<file path="src/rtl/ucdp_latch_file.sv">
// ucdp_latch_file: latch-based register file with one masked write port,
// one combinational read port, a sequential clear engine and write-drop
// reporting. Under FPGA the latch cells are replaced by flops.
module ucdp_latch_file #(
  parameter int unsigned           width_p  = 8,
  parameter int unsigned           depth_p  = 4,
  parameter logic [width_p-1:0]    rstval_p = {width_p{1'b0}},
  localparam int unsigned          addrw_p  = $clog2(depth_p)
) (
  input  logic               main_clk_i,
  input  logic               main_rst_i,
  input  logic               wr_en_i,
  input  logic [addrw_p-1:0] wr_addr_i,
  input  logic [width_p-1:0] wr_data_i,
  input  logic [width_p-1:0] wr_mask_i,
  output logic               wr_drop_o,
  input  logic               clr_i,
  output logic               busy_o,
  input  logic [addrw_p-1:0] rd_addr_i,
  output logic [width_p-1:0] rd_data_o
);

  typedef enum logic {
    IDLE  = 1'b0,
    CLEAR = 1'b1
  } state_e;

  localparam logic [addrw_p-1:0] LAST_ADDR = addrw_p'(depth_p - 1);

  state_e             state_q, state_d;
  logic [addrw_p-1:0] cnt_q, cnt_d;
  // Capture flops: the write (user or clear) that owns the low phase of
  // the current cycle. Latch enables are derived only from these.
  logic               wen_q, wen_d;
  logic [addrw_p-1:0] waddr_q, waddr_d;
  logic [width_p-1:0] wdata_q, wdata_d;
  logic [width_p-1:0] wmask_q, wmask_d;
  logic               drop_q, drop_d;

  logic               wr_in_range;
  logic [depth_p-1:0] ent_en;
  logic [depth_p-1:0][width_p-1:0] ent;

  assign wr_in_range = 32'(wr_addr_i) < depth_p;

  // Next-state: clear sequencing, write arbitration and drop detection.
  always_comb begin
    state_d = state_q;
    cnt_d   = cnt_q;
    wen_d   = 1'b0;
    waddr_d = waddr_q;
    wdata_d = wdata_q;
    wmask_d = wmask_q;
    drop_d  = 1'b0;
    case (state_q)
      IDLE: begin
        if (clr_i) begin
          // Clear wins over a same-edge write; entry 0 is cleared first.
          state_d = CLEAR;
          cnt_d   = '0;
          wen_d   = 1'b1;
          waddr_d = '0;
          wdata_d = rstval_p;
          wmask_d = '1;
          drop_d  = wr_en_i;
        end else if (wr_en_i) begin
          if (!wr_in_range) begin
            drop_d = 1'b1;
          end else if (|wr_mask_i) begin
            wen_d   = 1'b1;
            waddr_d = wr_addr_i;
            wdata_d = wr_data_i;
            wmask_d = wr_mask_i;
          end
        end
      end
      CLEAR: begin
        // User writes are discarded for the whole sequence; clr_i ignored.
        drop_d = wr_en_i;
        if (cnt_q == LAST_ADDR) begin
          state_d = IDLE;
          cnt_d   = '0;
        end else begin
          cnt_d   = cnt_q + addrw_p'(1);
          wen_d   = 1'b1;
          waddr_d = cnt_q + addrw_p'(1);
          wdata_d = rstval_p;
          wmask_d = '1;
        end
      end
      default: state_d = IDLE;
    endcase
  end

  // Control and capture registers.
  always_ff @(posedge main_clk_i or posedge main_rst_i) begin
    if (main_rst_i) begin
      state_q <= IDLE;
      cnt_q   <= '0;
      wen_q   <= 1'b0;
      waddr_q <= '0;
      wdata_q <= '0;
      wmask_q <= '0;
      drop_q  <= 1'b0;
    end else begin
      state_q <= state_d;
      cnt_q   <= cnt_d;
      wen_q   <= wen_d;
      waddr_q <= waddr_d;
      wdata_q <= wdata_d;
      wmask_q <= wmask_d;
      drop_q  <= drop_d;
    end
  end

  assign busy_o    = (state_q == CLEAR);
  assign wr_drop_o = drop_q;

  // Entry decode from the capture flops only.
  always_comb begin
    ent_en = '0;
    for (int i = 0; i < int'(depth_p); i++) begin
      ent_en[i] = wen_q && (waddr_q == addrw_p'(i));
    end
  end

  for (genvar i = 0; i < int'(depth_p); i++) begin : g_ent
`ifdef FPGA
    logic [width_p-1:0] ent_r;
    // Flop storage updated at the edge closing the write cycle; that edge
    // is the same one at which the latch build's new value becomes stable,
    // so no extra bypass is required at the read port.
    always_ff @(posedge main_clk_i or posedge main_rst_i) begin
      if (main_rst_i) begin
        ent_r <= rstval_p;
      end else if (ent_en[i]) begin
        ent_r <= (ent_r & ~wmask_q) | (wdata_q & wmask_q);
      end
    end
    assign ent[i] = ent_r;
`else
    for (genvar b = 0; b < int'(width_p); b++) begin : g_bit
      logic bit_q;
      logic le;
      // Per-bit enable makes the mask a plain gate: unmasked bits simply
      // stay closed, so no read-modify-write loop through the latch.
      assign le = ent_en[i] & wmask_q[b] & ~main_clk_i;
      // Storage latch, forced transparent to the reset value by reset.
      always_latch begin
        if (main_rst_i) begin
          bit_q <= rstval_p[b];
        end else if (le) begin
          bit_q <= wdata_q[b];
        end
      end
      assign ent[i][b] = bit_q;
    end
`endif
  end

  // Combinational read; out-of-range addresses return the reset value.
  always_comb begin
    rd_data_o = rstval_p;
    for (int i = 0; i < int'(depth_p); i++) begin
      if (rd_addr_i == addrw_p'(i)) rd_data_o = ent[i];
    end
  end

endmodule

</file>
<file path="config.mk">
export PLATFORM = sky130hd
export DESIGN_NAME = ucdp_latch_file
export DESIGN_NICKNAME = d
export VERILOG_FILES = /design/src/rtl/ucdp_latch_file.sv
export SDC_FILE = /design/constraint.sdc
export NUM_CORES = 1
export LEC_CHECK = 0
export CORE_ASPECT_RATIO = 1.5
export CORE_UTILIZATION = 36
export DETAILED_ROUTE_END_ITERATION = 6
export GPL_ROUTABILITY_DRIVEN = 0
export SKIP_LAST_GASP = 1
export SLEW_MARGIN = 30
export SYNTH_ARGS = -nofsm -noshare
export SYNTH_HDL_FRONTEND = slang
export SYNTH_SLANG_ARGS = --single-unit
</file>
<file path="constraint.sdc">
create_clock -name main_clk_i -period 1.55 [get_ports main_clk_i]
set_clock_uncertainty 0.1 [all_clocks]
set_input_delay 0.31 -clock main_clk_i [delete_from_list [all_inputs] [get_ports main_clk_i]]
set_output_delay 0.31 -clock main_clk_i [all_outputs]
set_load 0.1 [all_outputs]
</file>
; ---- Word-level counts from Yosys, hierarchy flattened
; Index checks and enable logic that the tools add are counted.
; Widths: inputs -> output; s select.
[classes]
n_addsub = 1
eq_ne = 11
n_mux = 159
n_bitwise = 66
n_reduce_logical = 8
[op_table]
columns = op, count
row1 = $mux 1, 134
row2 = $mux 8, 12
row3 = $and 1x1->1, 64
row4 = $pmux 8 s2, 2
row5 = $mux 2, 6
row6 = $eq 2x2->1 const B, 5
row7 = $pmux 2 s2, 2
row8 = $reduce_or 8->1, 1
row9 = $ne 3x3->1 const B, 2
row10 = $pmux 1 s2, 3
row11 = $eq 2x1->1 const B, 2
row12 = $logic_and 1x1->1, 4
row13 = $logic_not 2->1, 2
row14 = $ne 2x2->1 const B, 2
row15 = $reduce_and 3->1, 1
row16 = $add 2x1->2 const B, 1
row17 = $not 1->1, 2
[word_totals]
reg_bits = 23
latch_bits = 32
output_inout_bits = 10

; ---- Depth between registers and ports, before layout
; Gate-level depths: netlist (run 1).
[depth]
ltp_word = 6
mapped_depth = 6
ltp_nobuf = 5

==> results of run 1 <==
## critical path, stage by stage, from the launching register on
cell     delay (ps)
dlxtp_1         440
mux4_2          510
buf_12          190
## metal layers
layer / global-route usage / up-vias
li1: - / 856
met2: 0.389 / 146
met5: 0 / -
met4: 0.439 / 0
met1: 0.242 / 962
met3: 0.271 / 54
## cell type report
type | instances | area, um2
well taps | 66 | 82.6
clock inverters | 19 | 91.3
flip-flops and latches | 55 | 1060
inverters | 2 | 10.0
multi-input cells | 96 | 820
clock buffers | 50 | 608
repair buffers | 74 | 783
fillers | 351 | 1470
## synth_stat cells, drive strengths merged (3+ instances only)
cell type / number
nand2: 9
nor2b: 10
buf: 3
a22o: 10
inv: 3
dlxtp: 32
clkbuf: 5
o21ai: 24
dfrtp: 23
mux4: 8
a31o: 8
a21oi: 3
nor2: 3
o22a: 8
## what timing repair did
item | 4_1_cts | 5_1_grt
endpoints found under the setup margin | 19 | 36
resized for setup | 2 | 3
hold endpoints to repair | 0 | 0
buffers inserted | 10 | 6
pin swaps | 0 | 1
## worst min path at each step
stage,from,to,slack (ps),depth (start not counted)
2_1_floorplan,main_rst_i,g_ent[0].g_bit[0].bit_q,290,1
3_3_place_gp,wdata_q[6],wdata_q[6],390,1
3_5_place_dp,wdata_q[5],wdata_q[5],390,1
4_1_cts,wr_data_i[6],wdata_q[6],60,2
5_1_grt,wr_data_i[6],wdata_q[6],50,2
6_report,wr_data_i[6],wdata_q[6],60,2
## sequential cells by signal, summed over array words and instances, names as in the netlist
signal,cells
g_ent.g_bit.bit_q,32
wdata_q,8
wmask_q,8
cnt_q,2
waddr_q,2
busy_o,1
wen_q,1
wr_drop_o,1
## cells by family (layout without fill, tap and decap cells)
| logic type | count (synthesis) | in the layout | share of synthesized area |
|---|---|---|---|
| compound gates | 55 | 55 | 0.206 |
| fa+ha+maj | 1 | 1 | 0.00665 |
| buf+inv | 11 | 145 | 0.0279 |
| flops | 23 | 23 | 0.306 |
| latches | 32 | 32 | 0.255 |
| mux | 9 | 9 | 0.104 |
| simple gates | 31 | 31 | 0.0938 |
## per-stage QoR
step	setup TNS, ps	utilization	hold WS, ps
floorplan	-6320	-	286
global placement	-15870	0.530	392
detailed placement	-16370	0.530	387
CTS	-13710	0.689	57.1
global route	-14960	0.701	50.3
finish	-13810	0.701	60.7
## power groups by stage
| stage | logic, mW | registers (mW) | clock network, mW |
|---|---|---|---|
| 2_1_floorplan | 0.649 | 1.14 | 0.370 |
| 3_3_place_gp | 1.14 | 1.06 | 0.354 |
| 3_5_place_dp | 1.17 | 1.07 | 0.354 |
| 4_1_cts | 1.29 | 1.04 | 4.19 |
| 5_1_grt | 1.43 | 1.06 | 4.51 |
| 6_report | 1.35 | 1.05 | 4.16 |
==> qor.yml, run 1 <==
hold_viol: 0
final_cells: 362
post-place-ws_ps: -1000
vias: 2018
synth.ff_latch_count: 55
worstMarginPinSlew_ps: 565
synth_edf_count: 0
seqPwrFrac: 0.160
die-width_um: 61.0
p_switching_mw: 2.35
synth_fp_nets: 187
violations: "DRC, setup timing"
totalPowerFinal_mw: 6.55
worstReg2RegStart: "busy_o"
diodes: 0
worstPathRequired_ps: 1140
grt_usage: 0.317
crit_fanout: 1
io_buffer_count: 33
slew_viol_final: 0
yosysTopAreaCellShare: 0.306
overflow: 0
outcome: "complete, but fails checks"
pwr-share-clk: 0.634
die_y_um: 90.5
rr_endpoint: "waddr_q[1]"
synth_cell_types: 29
timing.slew.headroom: 0.619
critical_path.endpoint_type: "output pin"
combPwrFrac: 0.205
rows: 31
num_io_pins: 34
synthesis.area_um2: 1880
grt_pass1_vias: 2261
placed_area_um2: 2610
tritoncts: "built"
syn_to_final_growth_pct: 83.7
routed_wl_um: 6630
route.met3.wl_um: 595
grt_start_max_net_pins: 25
grt_pass1_wl_um: 10600
final_common_cell: "clkbuf_8"
drtIter0Drc: 207
hp-class: "in2reg"
rsz0062_at_grt: "yes"
critical_path_class: "latch2out"
drt-vias-per-instance: 5.57
wl_met2_um: 3460
worst_setup_path_start_kind: "latch"
m1WireLength_um: 2150
cts_hold_buf: 0
die-area_um2: 5520
cp-endpoint: "rd_data_o[3]"
worst_ep_arrival_time_ps: 3100
yosys_most_used_dff: "dlxtp_1"
r2r_cells: 5
dp_hpwl_um: 3380
path_clk_slew_ps: 570
placedCellCount: 278
initial_core_util: 0.382
worst-r2r-setup-slack_ps: -30
route.detailed.drc: 6
maxUsedRoutingLayer: "met4"
synth_warnings: 0
antenna_found_initial: 0
drive_gt1_frac: 0.439
drv_cap: 0
power.share.switching: 0.358
setup_viol: 22
fin_ws_ps: -1960
final_cell_mix: "clkbuf_8, buf_4, dlxtp_1"
post-synth-top-area-cell: "dfrtp_1"
insertion_delay_ps: 750
leakage_nw: 1.56
cp-startpoint: "g_ent[1].g_bit[3].bit_q"
detail-route-antenna-nets: 0
internal-power_mw: 4.21
syn_area_per_cell_um2: 11.6
core_um2: 4930
fin_area_um2: 3450
synth_cells: 162
powerDensity_nw_per_um2: 1900
nets: 312
ir_worst_vdd_uv: 1190
yosys-top-cells-area: "dfrtp_1, dlxtp_1, mux4_2, o21ai_0, a22o_2"
dr.pass1.iters: 7
async_reset_ff_frac: 0.418
wl_per_cell_um: 18.3
Power figures use the tool's default switching activity.
==> inputs of run 2 (changes only) <==
--- a/config.mk
+++ b/config.mk
@@ -6,6 +6,7 @@
 export NUM_CORES = 1
 export LEC_CHECK = 0
 export CORE_ASPECT_RATIO = 1.5
+export CORE_MARGIN = 1.5
 export CORE_UTILIZATION = 36
 export DETAILED_ROUTE_END_ITERATION = 6
 export GPL_ROUTABILITY_DRIVEN = 0
==> constraint.sdc (replaced) <==
create_clock -name main_clk_i -period 4 [get_ports main_clk_i]
set_clock_uncertainty 0.1 [all_clocks]
set_input_delay 0.8 -clock main_clk_i [delete_from_list [all_inputs] [get_ports main_clk_i]]
set_output_delay 0.8 -clock main_clk_i [all_outputs]
set_load 0.1 [all_outputs]
==> qor.yml, run 2 (synthesis results as in run 1) <==
core_um2: 5080
cts_hold_buf: 0
wl_per_cell_um: 16.8
die_y_um: 91.5
drt-vias-per-instance: 5.37
final_cell_mix: "clkbuf_8, dlxtp_1, clkdlybuf4s50_1"
io_buffer_count: 33
worstMarginPinSlew_ps: 970
die-width_um: 62.0
worst_ep_arrival_time_ps: 3900
timing.slew.headroom: 0.351
hp-class: "reg2reg"
dr.pass1.iters: 4
seqPwrFrac: 0.181
ir_worst_vdd_uv: 460
route.detailed.drc: 0
drv_cap: 0
grt_usage: 0.261
power.share.switching: 0.358
fin_ws_ps: -804
die-area_um2: 5680
leakage_nw: 1.31
hold_viol: 0
crit_fanout: 1
nets: 269
tritoncts: "built"
path_cells: "mux4_2 -> buf_12"
placed_area_um2: 2350
powerDensity_nw_per_um2: 750
drive_gt1_frac: 0.316
critical_path_class: "latch2out"
slew_viol_final: 0
pwr-share-clk: 0.651
cp_slowest_stage_delay_ps: 480
rows: 32
largest_reg_flops: 32
maxUsedRoutingLayer: "met4"
vias: 1723
hold_ws_ps: 399
worstPathRequired_ps: 3100
insertion_delay_ps: 730
m1WireLength_um: 1900
grt_pass1_wl_um: 8850
violations: "setup timing"
diodes: 0
routed_wl_um: 5380
drtIter0Drc: 103
regMostFlops: "g_ent.g_bit.bit_q"
cts-resized-gates: 0
combPwrFrac: 0.168
dp_hpwl_um: 3260
final_common_cell: "clkbuf_8"
biggestRegsByFlops: "g_ent.g_bit.bit_q (32), wdata_q (8), wmask_q (8)"
r2r_cells: 1
path_clk_slew_ps: 250
wl_met2_um: 2880
initial_core_util: 0.370
min_path_cells: 1
grt_start_max_net_pins: 25
outcome: "complete, but fails checks"
critical_path.endpoint_type: "output pin"
syn_to_final_growth_pct: 58.7
internal-power_mw: 1.44
post_cts_buffers: 0
fin_area_um2: 2990
overflow: 0
cp_slowest_cell: "mux4_2"
p_switching_mw: 0.801
worst_setup_path_start_kind: "latch"
num_io_pins: 34
detail-route-antenna-nets: 0
route.met3.wl_um: 402
rsz0062_at_grt: "yes"
antenna_found_initial: 0
grt_pass1_vias: 2045
setup_viol: 8
## run 2: changes by cell type in the layout (fill, tap and decap cells not counted), moves of 2 or more
cell             change
buf_4               -34
clkdlybuf4s50_1      +2
clkinv_4             +2
buf_6                -2
clkbuf_8             -4
a21oi_1              +2
inv_8                -2
buf_12               -5
## run 2: per-layer routing
metal  vias up  global-route usage
met5         -                   0
met3        22               0.248
li1        773                   -
met2        97               0.302
met1       831               0.198
met4         0               0.356
## run 2: area by class of cell
cell class	count	area [um2]
Fill cell	439	2100
Sequential cell	55	1060
Multi-Input combinational cell	96	772
Clock buffer	46	553
Timing Repair Buffer	35	425
Tap cell	68	85.1
Clock inverter	19	83.8
Inverter	2	10.0
## run 2: critical path, delay by kind of cell, from the launching register on
kind,cells,cell delay [ps]
latches,1,330
muxes,1,480
buffers and inverters,1,190
## run 2: power groups by stage
stage	Sequential [mW]	Clock [mW]	Combinational, mW
floorplan	0.434	0.143	0.235
global placement	0.404	0.137	0.359
detailed placement	0.410	0.137	0.374
CTS	0.404	1.48	0.378
global route	0.414	1.58	0.405
finish	0.404	1.46	0.377
## run 2: worst paths after layout
check,from,to,slack [ps]
worst max-delay path,g_ent[2].g_bit[3].bit_q,rd_data_o[3],-800
worst min-delay path,wdata_q[4],wdata_q[4],400
worst max register to register,wdata_q[5],g_ent[0].g_bit[5].bit_q,1000
worst min register to register,wdata_q[4],wdata_q[4],400
max in group gated,wmask_q[7],clock gate,1070
max in group asynchronous,main_rst_i,wdata_q[1],2740
min in group asynchronous,main_rst_i,wmask_q[2],700
min in group gated,wmask_q[6],clock gate,4700
## run 2: stage by stage
step                      instances  setup WS [ps]  total power, mW  utilization  TNS, ps
after floorplan                 162            117            0.812            -        0
final                           321           -804             2.24        0.587    -5790
after detailed placement        257            129            0.921        0.463        0
after global routing            321           -959             2.40        0.587    -6520
after CTS                       321           -803             2.26        0.587    -5870
after global placement          257            153            0.900        0.463        0
==> inputs of run 3 (changes only) <==
--- a/config.mk
+++ b/config.mk
@@ -5,6 +5,7 @@
 export SDC_FILE = /design/constraint.sdc
 export NUM_CORES = 1
 export LEC_CHECK = 0
+export ABC_AREA = 1
 export CORE_ASPECT_RATIO = 1.5
 export CORE_MARGIN = 1.5
 export CORE_UTILIZATION = 36
==> constraint.sdc (replaced) <==
create_clock -name main_clk_i -period 5.9 [get_ports main_clk_i]
set_clock_uncertainty 0.1 [all_clocks]
set_input_delay 1.18 -clock main_clk_i [delete_from_list [all_inputs] [get_ports main_clk_i]]
set_output_delay 1.18 -clock main_clk_i [all_outputs]
set_load 0.1 [all_outputs]
==> qor.yml, run 3 <==
vias: 2126
hold_viol: 0
tritoncts: "built"
rows: 34
die-width_um: 66.5
placed_area_um2: 2560
initial_core_util: 0.373
syn_area_per_cell_um2: 7.83
worst_ep_arrival_time_ps: 4560
synth.ff_latch_count: 55
hp-class: "reg2latch"
cts_hold_buf: 0
muxShareOfSynthArea: 0
synth_cell_types: 24
setup_viol: 0
critical_path_class: "latch2out"
synthAdderAreaFrac: 0.00575
grt_start_max_net_pins: 56
slew_viol_final: 0
worst_setup_path_start_kind: "latch"
num-fill-cells: 524
grt_pass1_vias: 2296
path_clk_slew_ps: 220
synth_top_family_by_area: "simple AND/OR/NAND/NOR gates"
rsz0062_at_grt: "yes"
synthSimpleGateAreaFrac: 0.351
path_cells: "nand3_1 -> nand4_1 -> buf_12"
post-place-ws_ps: 793
die_y_um: 98.2
ir_worst_vdd_uv: 305
drt-vias-per-instance: 4.99
drive_gt1_frac: 0.218
num_io_pins: 34
core_um2: 5830
synth_fp_nets: 303
cp_slowest_cell: "dlxtp_1"
timing.slew.headroom: 0.353
route.detailed.drc: 0
fin_area_um2: 3220
utilization: 0.553
synth-xor-area-share: 0
final_common_cell: "nand2_1"
io_buffer_count: 33
yosys-top-cells-area: "dfrtp_1, dlxtp_1, nand2_1, o21ai_0, nand3_1"
cp_slowest_stage_delay_ps: 360
dr.pass1.iters: 6
drtIter0Drc: 100
post_cts_buffers: 0
powerDensity_nw_per_um2: 486
worstMarginPinSlew_ps: 968
die-area_um2: 6530
antenna_found_initial: 0
async_reset_ff_frac: 0.418
post-synth-top-area-cell: "dfrtp_1"
power.share.switching: 0.356
insertion_delay_ps: 720
pwr-share-clk: 0.602
internal-power_mw: 1.01
synth_warnings: 0
diodes: 0
yosys_most_used_dff: "dlxtp_1"
seqPwrFrac: 0.188
nets: 378
worstPathRequired_ps: 4620
p_switching_mw: 0.557
crit_fanout: 1
biggestRegsByFlops: "g_ent.g_bit.bit_q (32), wdata_q (8), wmask_q (8)"
synth_compound_area_frac: 0.0828
fin_ws_ps: 56.9
overflow: 0
drv_cap: 0
combPwrFrac: 0.210
leakage_nw: 1.50
critical_path.endpoint_type: "output pin"
syn_to_final_growth_pct: 48.0
final_cell_mix: "nand2_1, clkbuf_8, o21ai_0"
outcome: "finished clean"
grt_usage: 0.217
largest_reg_flops: 32
routed_wl_um: 5530
yosysTopAreaCellShare: 0.265
wl_per_cell_um: 13.0
totalPowerFinal_mw: 1.57
synth_edf_count: 0
synthesis.area_um2: 2180
grt_pass1_wl_um: 9340
detail-route-antenna-nets: 0
synth_cells: 278
synth_commonest_cells: "nand2_1, o21ai_0, dlxtp_1"
dp_hpwl_um: 3620
synth.most_common_cell: "nand2_1"
regMostFlops: "g_ent.g_bit.bit_q"
hold_ws_ps: 382
==> run 3: cell types whose count changed in the layout (fill, tap and decap cells not counted), moves of 6 or more <==
| cell | previous run | this run |
|---|---|---|
| nand2_1 | 9 | 66 |
| nand3_1 | 2 | 31 |
| nand4_1 | 0 | 16 |
| nor2_1 | 2 | 16 |
| inv_1 | 16 | 28 |
| o21ai_0 | 24 | 36 |
| nor2b_1 | 10 | 0 |
| nand3_2 | 0 | 9 |
| a22o_2 | 8 | 0 |
| a31o_2 | 8 | 0 |
| mux4_2 | 8 | 0 |
| o22a_1 | 8 | 0 |
| clkbuf_1 | 8 | 2 |
==> run 3: per-stage QoR <==
| stage | std cells | TNS [ps] |
|---|---|---|
| CTS | 426 | 0 |
| global route | 426 | -77.0 |
| floorplan | 278 | 0 |
| global placement | 375 | 0 |
| detailed placement | 375 | 0 |
| finish | 426 | 0 |
==> run 3: layout make-up <==
cell class	instances	area (um2)	area share
flip-flops and latches	55	1060	0.328
multi-input cells	189	957	0.297
clock buffers	43	572	0.178
repair buffers	34	395	0.123
inverters	24	90.1	0.0280
well taps	72	90.1	0.0280
clock inverters	9	60.1	0.0186
==> run 3: power by group through the flow <==
stage / Sequential [mW] / Combinational, mW / Clock [mW]
detailed placement: 0.297 / 0.328 / 0.0706
global placement: 0.296 / 0.323 / 0.0706
floorplan: 0.313 / 0.232 / 0.0706
CTS: 0.294 / 0.330 / 0.965
finish: 0.295 / 0.329 / 0.942
global route: 0.300 / 0.365 / 1.01
==> run 3: worst max-delay path: cells and delay by family, from the launching register on <==
family | cells | cell delay (ps)
buffers and inverters | 1 | 190
AND/OR/NAND/NOR | 2 | 210
latches | 1 | 360
==> run 3: logic make-up after synthesis <==
kind of cell,count (synthesis)
AO/OA/AOI/OAI,36
adder cells (fa/ha/maj),1
buffers and inverters,34
flip-flops,23
latches,32
AND/OR/NAND/NOR,152
==> run 3: routing by layer <==
metal	routed length, um	track usage
met1	2030	0.162
met2	2960	0.299
met3	295	0.147
met4	250	0.298
met5	0	0
==> run 3: worst paths after layout <==
| path | cells after the start | endpoint | slack [ps] | from |
|---|---|---|---|---|
| max in group asynchronous | 3 | wdata_q[3] | 4260 | main_rst_i |
| max in group gated | 0 | clock gate | 2040 | wmask_q[7] |
| min in group gated | 0 | clock gate | 6560 | wmask_q[0] |
| worst max register to register | 2 | g_ent[0].g_bit[4].bit_q | 2270 | wdata_q[4] |
| worst min-delay path | 2 | g_ent[1].g_bit[6].bit_q | 380 | wdata_q[6] |
| worst max-delay path | 3 | rd_data_o[6] | 60 | g_ent[1].g_bit[6].bit_q |
| min in group asynchronous | 3 | wmask_q[7] | 1070 | main_rst_i |
| worst min register to register | 2 | g_ent[1].g_bit[6].bit_q | 380 | wdata_q[6] |
==> run 3: timing repair <==
item | CTS | global route
endpoints found under the setup margin | 1 | 5
gates resized for setup | 1 | 6
pin swaps | 0 | 3
